<file path="src/rtl/seg7_pkg.sv">
// Shared types and segment patterns for the multiplexed 7-segment scan driver.
package seg7_pkg;

    typedef logic [6:0] seg_t;   // {a,b,c,d,e,f,g}

    typedef enum logic [1:0] {
        OFF  = 2'd0,
        SHOW = 2'd1,
        GAP  = 2'd2
    } scan_state_t;

    localparam seg_t SEG_OFF = 7'b0000000;

    localparam seg_t SEG_DIGIT [0:9] = '{
        7'b1111110, 7'b0110000, 7'b1101101, 7'b1111001, 7'b0110011,
        7'b1011011, 7'b1011111, 7'b1110000, 7'b1111111, 7'b1111011
    };

endpackage

</file>
<file path="src/rtl/seg7_scan_driver_if.sv">
// Control and display bus of the scan driver; state is exported for debug visibility.
interface seg7_scan_driver_if
    import seg7_pkg::*;
#(
    parameter int NUM_DIGITS = 4
);
    // No valid/ready pair here: load is a single-cycle strobe that is always
    // accepted, en/lz_blank are levels sampled every clock.
    logic                    en;
    logic                    load;
    logic [4*NUM_DIGITS-1:0] bcd_in;
    logic                    lz_blank;
    seg_t                    seg;
    logic [NUM_DIGITS-1:0]   dig_sel;
    logic                    frame_start;
    logic [1:0]              state;

    modport master (
        output en, load, bcd_in, lz_blank,
        input  seg, dig_sel, frame_start, state
    );

    modport slave (
        input  en, load, bcd_in, lz_blank,
        output seg, dig_sel, frame_start, state
    );

endinterface

</file>
<file path="src/rtl/seg7_digit_decode.sv">
// BCD nibble to 7-segment pattern; values 10..15 light nothing.
module seg7_digit_decode
    import seg7_pkg::*;
(
    input  logic [3:0] value,
    output seg_t       seg
);

    always_comb begin
        case (value)
            4'd0:    seg = SEG_DIGIT[0];
            4'd1:    seg = SEG_DIGIT[1];
            4'd2:    seg = SEG_DIGIT[2];
            4'd3:    seg = SEG_DIGIT[3];
            4'd4:    seg = SEG_DIGIT[4];
            4'd5:    seg = SEG_DIGIT[5];
            4'd6:    seg = SEG_DIGIT[6];
            4'd7:    seg = SEG_DIGIT[7];
            4'd8:    seg = SEG_DIGIT[8];
            4'd9:    seg = SEG_DIGIT[9];
            default: seg = SEG_OFF;
        endcase
    end

endmodule

</file>
<file path="src/rtl/seg7_scan_driver.sv">
// Time-multiplexed 7-segment scanner: SHOW one digit, GAP dark, next digit.
// Outputs are registered from the next-state values so they align with the state.
module seg7_scan_driver
    import seg7_pkg::*;
#(
    parameter int NUM_DIGITS  = 4,
    parameter int REFRESH_DIV = 1000,
    parameter int GAP_CYCLES  = 2
)(
    input logic            clk,
    input logic            rst_n,
    seg7_scan_driver_if.slave bus
);

    localparam int MAXC = (REFRESH_DIV > GAP_CYCLES) ? REFRESH_DIV : GAP_CYCLES;
    localparam int CW   = $clog2(MAXC + 1);
    localparam int IW   = $clog2(NUM_DIGITS);
    localparam int DW   = 4 * NUM_DIGITS;

    localparam logic [1:0] ST_OFF  = OFF;
    localparam logic [1:0] ST_SHOW = SHOW;
    localparam logic [1:0] ST_GAP  = GAP;

    logic [1:0]            state_q, state_d;
    logic [IW-1:0]         idx_q, idx_d;
    logic [CW-1:0]         cnt_q, cnt_d;
    logic [DW-1:0]         shadow_q;
    logic [DW-1:0]         frame_q, frame_d;
    seg_t                  seg_q, seg_dec;
    logic [NUM_DIGITS-1:0] dig_sel_q;
    logic                  fs_q;

    logic                  all_zero;
    logic [NUM_DIGITS-1:0] blank_d;
    logic [3:0]            nib_d;
    logic                  blk_d;

    always_comb begin
        state_d = state_q;
        idx_d   = idx_q;
        cnt_d   = cnt_q + 1'b1;
        frame_d = frame_q;
        if (!bus.en) begin
            state_d = ST_OFF;
            idx_d   = '0;
            cnt_d   = '0;
        end else begin
            case (state_q)
                ST_SHOW: begin
                    if (cnt_q == CW'(REFRESH_DIV - 1)) begin
                        state_d = ST_GAP;
                        cnt_d   = '0;
                    end
                end
                ST_GAP: begin
                    if (cnt_q == CW'(GAP_CYCLES - 1)) begin
                        state_d = ST_SHOW;
                        cnt_d   = '0;
                        // Frame is refreshed only when wrapping back to digit 0.
                        if (idx_q == IW'(NUM_DIGITS - 1)) begin
                            idx_d   = '0;
                            frame_d = shadow_q;
                        end else begin
                            idx_d = idx_q + 1'b1;
                        end
                    end
                end
                default: begin
                    state_d = ST_SHOW;
                    idx_d   = '0;
                    cnt_d   = '0;
                    frame_d = shadow_q;
                end
            endcase
        end
    end

    // A digit above 0 is blanked when it and every digit above it are zero.
    always_comb begin
        all_zero = 1'b1;
        blank_d  = '0;
        nib_d    = frame_d[3:0];
        blk_d    = 1'b0;
        for (int i = NUM_DIGITS - 1; i >= 1; i--) begin
            all_zero   = all_zero & (frame_d[4*i +: 4] == 4'd0);
            blank_d[i] = bus.lz_blank & all_zero;
        end
        for (int i = 0; i < NUM_DIGITS; i++) begin
            if (idx_d == IW'(i)) begin
                nib_d = frame_d[4*i +: 4];
                blk_d = blank_d[i];
            end
        end
    end

    seg7_digit_decode u_dec (
        .value (nib_d),
        .seg   (seg_dec)
    );

    always_ff @(posedge clk or negedge rst_n) begin
        if (!rst_n) begin
            state_q   <= ST_OFF;
            idx_q     <= '0;
            cnt_q     <= '0;
            shadow_q  <= '0;
            frame_q   <= '0;
            seg_q     <= SEG_OFF;
            dig_sel_q <= '0;
            fs_q      <= 1'b0;
        end else begin
            state_q   <= state_d;
            idx_q     <= idx_d;
            cnt_q     <= cnt_d;
            frame_q   <= frame_d;
            if (bus.load) shadow_q <= bus.bcd_in;
            seg_q     <= (state_d == ST_SHOW && !blk_d) ? seg_dec : SEG_OFF;
            dig_sel_q <= (state_d == ST_SHOW) ? (NUM_DIGITS'(1) << idx_d) : '0;
            fs_q      <= (state_d == ST_SHOW) && (idx_d == '0) && (cnt_d == '0);
        end
    end

    assign bus.seg         = seg_q;
    assign bus.dig_sel     = dig_sel_q;
    assign bus.frame_start = fs_q;
    assign bus.state       = state_q;

endmodule

</file>
<file path="src/flat_wrapper.sv">
// flat-port wrapper written by rule: the top's interface ports become plain ports
module seg7_scan_driver_flat import seg7_pkg::*;
#(
    parameter int NUM_DIGITS  = 4,
    parameter int REFRESH_DIV = 1000,
    parameter int GAP_CYCLES  = 2
)
  (clk, rst_n, bus_en, bus_load, bus_bcd_in, bus_lz_blank, bus_seg, bus_dig_sel, bus_frame_start, bus_state);
  seg7_scan_driver_if #(.NUM_DIGITS(NUM_DIGITS)) bus_i ();
  input logic clk;
  input logic rst_n;
  input wire logic [$bits(bus_i.en)-1:0] bus_en;
  input wire logic [$bits(bus_i.load)-1:0] bus_load;
  input wire logic [$bits(bus_i.bcd_in)-1:0] bus_bcd_in;
  input wire logic [$bits(bus_i.lz_blank)-1:0] bus_lz_blank;
  output wire logic [$bits(bus_i.seg)-1:0] bus_seg;
  output wire logic [$bits(bus_i.dig_sel)-1:0] bus_dig_sel;
  output wire logic [$bits(bus_i.frame_start)-1:0] bus_frame_start;
  output wire logic [$bits(bus_i.state)-1:0] bus_state;
  assign bus_i.en = bus_en;
  assign bus_i.load = bus_load;
  assign bus_i.bcd_in = bus_bcd_in;
  assign bus_i.lz_blank = bus_lz_blank;
  assign bus_seg = bus_i.seg;
  assign bus_dig_sel = bus_i.dig_sel;
  assign bus_frame_start = bus_i.frame_start;
  assign bus_state = bus_i.state;
  seg7_scan_driver #(.NUM_DIGITS(NUM_DIGITS), .REFRESH_DIV(REFRESH_DIV), .GAP_CYCLES(GAP_CYCLES)) u_core (.clk(clk), .rst_n(rst_n), .bus(bus_i));
endmodule
</file>
<file path="config.mk">
export PLATFORM = sky130hd
export DESIGN_NAME = seg7_scan_driver_flat
export DESIGN_NICKNAME = d
export VERILOG_FILES = /design/src/rtl/seg7_pkg.sv /design/src/rtl/seg7_scan_driver_if.sv /design/src/rtl/seg7_digit_decode.sv /design/src/rtl/seg7_scan_driver.sv /design/src/flat_wrapper.sv
export SDC_FILE = /design/constraint.sdc
export NUM_CORES = 1
export LEC_CHECK = 0
export ABC_AREA = 1
export BUFFER_PORTS_ARGS = -buffer_cell sky130_fd_sc_hd__buf_2
export CAP_MARGIN = 10
export CORE_MARGIN = 1.5
export CORE_UTILIZATION = 40
export CTS_CLUSTER_DIAMETER = 200
export DETAILED_ROUTE_END_ITERATION = 10
export PLACE_DENSITY = 0.69
export REMOVE_ABC_BUFFERS = 1
export SLEW_MARGIN = 20
export SYNTH_ARGS = -nofsm -noshare
export SYNTH_HDL_FRONTEND = slang
export SYNTH_SLANG_ARGS = --single-unit
</file>
<file path="constraint.sdc">
create_clock -name clk -period 2.4 [get_ports clk]
set_input_delay 0.24 -clock clk [delete_from_list [all_inputs] [get_ports clk]]
set_output_delay 0.24 -clock clk [all_outputs]
set_load 0.02 [all_outputs]
</file>
Yosys cells after proc, flatten, opt, wreduce, memory -nomap -nowiden:

Memories as Yosys holds them, arrays and structs flattened.
Cells that the tools add are included.

* flip-flop bits (word level): 58
* bits in read-only memories: 112
* memories kept: 1

Memories
* (name not given): depth 16, width 7, rd ports 1, clocked after Yosys merged registers in 0, wr ports 0, line seg7_digit_decode.sv:10 `case (value)`

* add/sub/neg operators: 2
* equal/unequal tests: 9
* shift operators: 1
* multiplexer cells: 24
* bitwise gates (word level): 5
* reductions and logical operators: 9

Operators with widths (count)
* two-way mux 16 bit: 3
* one-hot mux 16 bit (2 select lines): 1
* two-way mux 10 bit: 3
* one-hot mux 10 bit (2 select lines): 1
* two-way mux 4 bit: 4
* zero test 4 bit: 3
* two-way mux 2 bit: 6
* adder 10 x 1 -> 10 bit (second input constant): 1
* equality test 10 x 1 -> 1 bit (second input constant): 1
* equality test 10 bit (second input constant): 1
* zero test 10 bit: 1
* equality test 2 bit (second input constant): 4
* one-hot mux 2 bit (2 select lines): 2
* two-way mux 7 bit: 1
* equality test 2 x 1 -> 1 bit (second input constant): 3
* AND 1 bit: 5
* left shift 1 x 2 -> 4 bit (first input constant): 1
* logical AND 1 bit: 3
* two-way mux 1 bit: 3
* adder 2 x 1 -> 2 bit (second input constant): 1
* zero test 2 bit: 1
* zero test 1 bit: 1

Longest topological paths before layout:

* depth after elaboration: 15
* gate-level depth with buffers: 24
* mapped depth without buffers: 23

Hierarchy:

Synthesis repeated with hierarchy kept, for this count alone.

* cells, all modules: 503
* area, all modules: 3570.9 µm²

By module, submodules not included
* seg7_scan_driver: times used 1, cells each 464, area an instance 3360.7 µm², seq. area each 1451.4 µm²
* seg7_digit_decode: times used 1, cells each 39, area an instance 210.2 µm², seq. area each 0.0 µm²

Worst setup path after synthesis:

Ideal clock, no wire load.

* path type: register to register
* start point: register u_core.state_q[0], in the netlist u_core.bus.state[0]
* end point: register u_core.seg_q[1], in the netlist u_core.bus.seg[1]
* library setup time: 0.072 ns
* arrival time: 2.510 ns
* required time: 2.328 ns
* slack: -0.182 ns
* cell stages (with the launch flop): 17
* period minus slack after synthesis: 2.582 ns
* cell sequence: dfrtp_1 inv_1 ha_1 buf_2 buf_2 clkbuf_1 a21oi_1 a22oi_1 nand2_1 nand2_1 inv_1 ha_1 inv_1 nand3_1 nand3_1 nand2_1 nor2_1

* cells in the longest elaborated chain, start to end: 13

RTL lines
* start: declaration: line seg7_scan_driver.sv:24 `logic [1:0] state_q, state_d;`
* start signal: assignment: line seg7_scan_driver.sv:112 `state_q <= state_d;`
* parallel branches: the longest is 12 deep, another holds memory read (16 x 7 bit)
* two-way mux 7 bit *: line seg7_scan_driver.sv:117 `seg_q <= (state_d == ST_SHOW && !blk_d) ? seg_dec : SEG_OFF;`
* end signal: assignment: line seg7_scan_driver.sv:117
* end: declaration: line seg7_scan_driver.sv:29 `seg_t seg_q, seg_dec;`

Mark *: on every way between the ends.
A chain may end at the register's enable or synchronous reset.

Worst setup path after layout:

* start point: register u_core.cnt_q[4]
* end point: register u_core.seg_q[6], in the netlist u_core.bus.seg[6]

* cells in the longest elaborated chain, start to end: 14

RTL lines
* start: declaration: line seg7_scan_driver.sv:26 `logic [CW-1:0] cnt_q, cnt_d;`
* start signal: assignment: line seg7_scan_driver.sv:114 `cnt_q <= cnt_d;`
* parallel branches: the longest is 13 deep, another holds memory read (16 x 7 bit)
* two-way mux 7 bit *: line seg7_scan_driver.sv:117

Marks and branches as above.

==> run_results.csv <==
group,metric,value,unit
worst_setup_path,crit_buf_inv,4,
logic_synthesis,synth_cells,503,
place,dp_hpwl,6610,um
floorplan,start_util,0.415,
timing,max_freq,405,MHz
worst_setup_path,worst_path_max_delay_cell,"dfrtp_1",
floorplan,chipHeight,98.3,um
timing,fin_setup_tns,-382,ps
finish,area_growth,33.4,%
timing,layout_setup_ws,-68.0,ps
finish,layout.nets,622,
drt,via_per_inst,5.08,
logic_synthesis,synth_most_common_cell,"nand2_1",
logic_synthesis,synth-edff-count,0,
drt,num_vias,3576,
logic_synthesis,syn_area,3640,um2
logic_synthesis,synth_area_leaders,"dfrtp_1 40%, nand2_1 18%, inv_1 5.2%",
logic_synthesis,async_flop_share,1.00,
finish,antennaDiodeCount,0,
drt,postRouteWirelength,9690,um
grt,grt_overflow,0,
worst_setup_path,arrival,2750,ps
drt,drcViolationCount,0,
place,gp_congestion,0.847,
timing,maxSlewViolCount,0,
clocking,clock_latency,350,ps
floorplan,rows,34,
logic_synthesis,yosysUniqueCellTypes,40,
logic_synthesis,ys_warn_count,0,
logic_synthesis,synthTopCellsByCount,"175 x nand2_1, 58 x dfrtp_1, 50 x inv_1, 39 x nor2_1, 33 x a21oi_1",
pwr,power.leakage,2.50,nW
timing,relSlewSlack,0.602,
timing,hold_viol,0,
floorplan,die-width,98.3,um
drt,dr.pass1.iters,4,
clocking,cts_root_buf,"clkbuf_8",
timing,holdWs,90.8,ps
worst_setup_path,critical_path_class,"register to register",
floorplan,die_area,9670,um2
floorplan,io_pins,35,
timing,setup_viol,7,
drt,drt-wirelength-per-cell,13.8,um
timing,skew,9.62,ps
drt,antenna_left,0,
logic_synthesis,avgSynthCellArea,7.23,um2
worst_setup_path,critPathMaxFanout,5,
logic_synthesis,synth_seq_area_share,0.399,
grt,grt_pass1_wl,16200,um
grt,antenna_found_initial,0,
worst_setup_path,crit_top_cell,"nand2_4",
job,maxCapViolCount,0,
timing,finalCritPeriodShare,1.03,
worst_hold_path,hp-class,"input pin to register",
grt,grt_max_degree,33,
finish,num-fill-cells,775,
clocking,cts_tree,"built",
worst_setup_path,worstPathRequired,2680,ps
grt,grt_pass1_vias,3649,
worst_setup_path,crit_chain,"nor2_4 > inv_2 > nor2_4 > nand2_4 > nor2_4 > nand2_4 > nand2_4 > nand2_4 > nor2_4 > inv_2 > nand2_2 > nand2_2 > nand2_4 > inv_4 > ha_4 > inv_2 > nand2_2 > nand3_2 > nand2_2 > nor2_2",
pwr,power_density,555,nW/um2
finish,drive_gt1_frac,0.349,
timing,tightest_slew,597,ps
floorplan,core,8760,um2
clocking,cts_buffers,9,
pwr,power.total,0.00269,W
place,port_buffers,34,
worst_setup_path,setup.worst_path.end_class,"register",
clocking,clk_path_buf_depth,2,
worst_setup_path,cp-start-kind,"register",
pwr,vdd_drop_max,0.274,mV
clocking,htree_levels,3,
logic_synthesis,yosysTopAreaCell,"dfrtp_1",
drt,dr.first_iter.drc_count,170,
logic_synthesis,ys_seq_elements,58,
run_status,status,"complete, but fails checks",
worst_setup_path,max_stage_delay,420,ps
timing,rsz0062_at_grt,"true",
logic_synthesis,synth_flop_cell,"dfrtp_1",
timing,min_period,2470,ps
clocking,path_clk_slew,70,ps
grt,grt_usage,0.209,
run_status,violations,"setup timing",
logic_synthesis,synth.top_cell.area_share,0.399,
clocking,clock-sinks,58,
worst_setup_path,crit_family,"simple AND/OR/NAND/NOR gates",
[cell type report]
class / instances / area [um2] / share of cell area
Tap cell: 108 / 135 / 0.0279
Clock buffer: 14 / 163 / 0.0335
Timing Repair Buffer: 94 / 663 / 0.137
Inverter: 56 / 218 / 0.0449
Multi-Input combinational cell: 372 / 2190 / 0.451
Sequential cell: 58 / 1450 / 0.299
Clock inverter: 2 / 35.0 / 0.00722
[where the power goes]
group          leakage, nW  switching, W  internal (W)  total (W)
clock network        0.101      0.000400      0.000536   0.000936
registers            0.745     0.0000502       0.00106    0.00111
logic                 1.65      0.000399      0.000246   0.000645
total                 2.50      0.000850       0.00184    0.00269
[registers in the layout (all words and copies together) (netlist names)]
register,flops
u_core.bus.dig_sel,4
u_core.bus.frame_start,1
u_core.bus.seg,7
u_core.bus.state,2
u_core.cnt_q,10
u_core.frame_q,16
u_core.idx_q,2
u_core.shadow_q,16
[cell families (layout without fill, tap and decap cells)]
kind of cell / after synthesis / in the layout / share of synthesized area
buffers and inverters: 74 / 166 / 0.0819
xor gates and xnor gates: 5 / 5 / 0.0120
and+or+nand+nor: 275 / 276 / 0.348
adders and majority gates: 10 / 10 / 0.0344
AOI/OAI and AO/OA: 81 / 81 / 0.124
DFF: 58 / 58 / 0.399
[cell usage in the layout (no fill, tap or decap), drive strengths merged, types with 3 or more instances in the layout]
cell / count
nor3: 3
clkbuf: 14
buf: 93
o21ai: 38
a22oi: 4
a21oi: 34
ha: 10
nand2: 193
nand3: 24
dfrtp: 58
nand4: 3
xor2: 5
nor2: 48
inv: 55
[per-layer routing]
metal | track usage | wire [um] | up-vias
met2 | 0.359 | 4930 | 84
met5 | 0 | 0 | -
met1 | 0.243 | 4010 | 1698
met3 | 0.0379 | 402 | 30
li1 | - | - | 1764
met4 | 0.122 | 349 | 0
[path summary, 6_finish.rpt]
kind	start	cells past startpoint	end	slack, ps
min in group asynchronous	rst_n	2	u_core.shadow_q[15]$_DFFE_PN0P_	430
max in group asynchronous	rst_n	3	u_core.bus.dig_sel[1]$_DFF_PN0_	1260
max	u_core.cnt_q[4]$_DFF_PN0_	20	u_core.bus.seg[6]$_DFF_PN0_	-70
min	bus_bcd_in[14]	3	u_core.shadow_q[14]$_DFFE_PN0P_	90
min reg2reg	u_core.shadow_q[2]$_DFFE_PN0P_	2	u_core.shadow_q[2]$_DFFE_PN0P_	540
max reg2reg	u_core.cnt_q[4]$_DFF_PN0_	20	u_core.bus.seg[6]$_DFF_PN0_	-70
[worst reg2reg max path, stage by stage (launching register included)]
cell     delay [ps]
dfrtp_1         420
nor2_4          180
inv_2            70
nor2_4          190
nand2_4         140
nor2_4          170
nand2_4          90
nand2_4          90
nand2_4          80
nor2_4          130
inv_2            60
nand2_2          60
nand2_2          60
nand2_4         120
inv_4            60
ha_4            150
inv_2            50
nand2_2          60
nand3_2          90
nand2_2          60
nor2_2           90
[stage by stage]
step,setup slack (ps),cell area [um2],util,cells
final,-68.0,4850,0.554,704
after global routing,-228,4850,0.554,704
after CTS,1.56,4610,0.526,698
after detailed placement,-139,4220,0.481,672
after global placement,-12.9,4220,0.481,672
after floorplan,-351,3550,-,485
[timing repair]
item	CTS	global route
pin swaps	13	33
cloned	1	0
gates resized for setup	28	58
setup buffers	8	6
hold endpoints to repair	23	0
hold buffers	1	0
endpoints found under the setup margin	7	8
(Power assumes the default switching activity.)
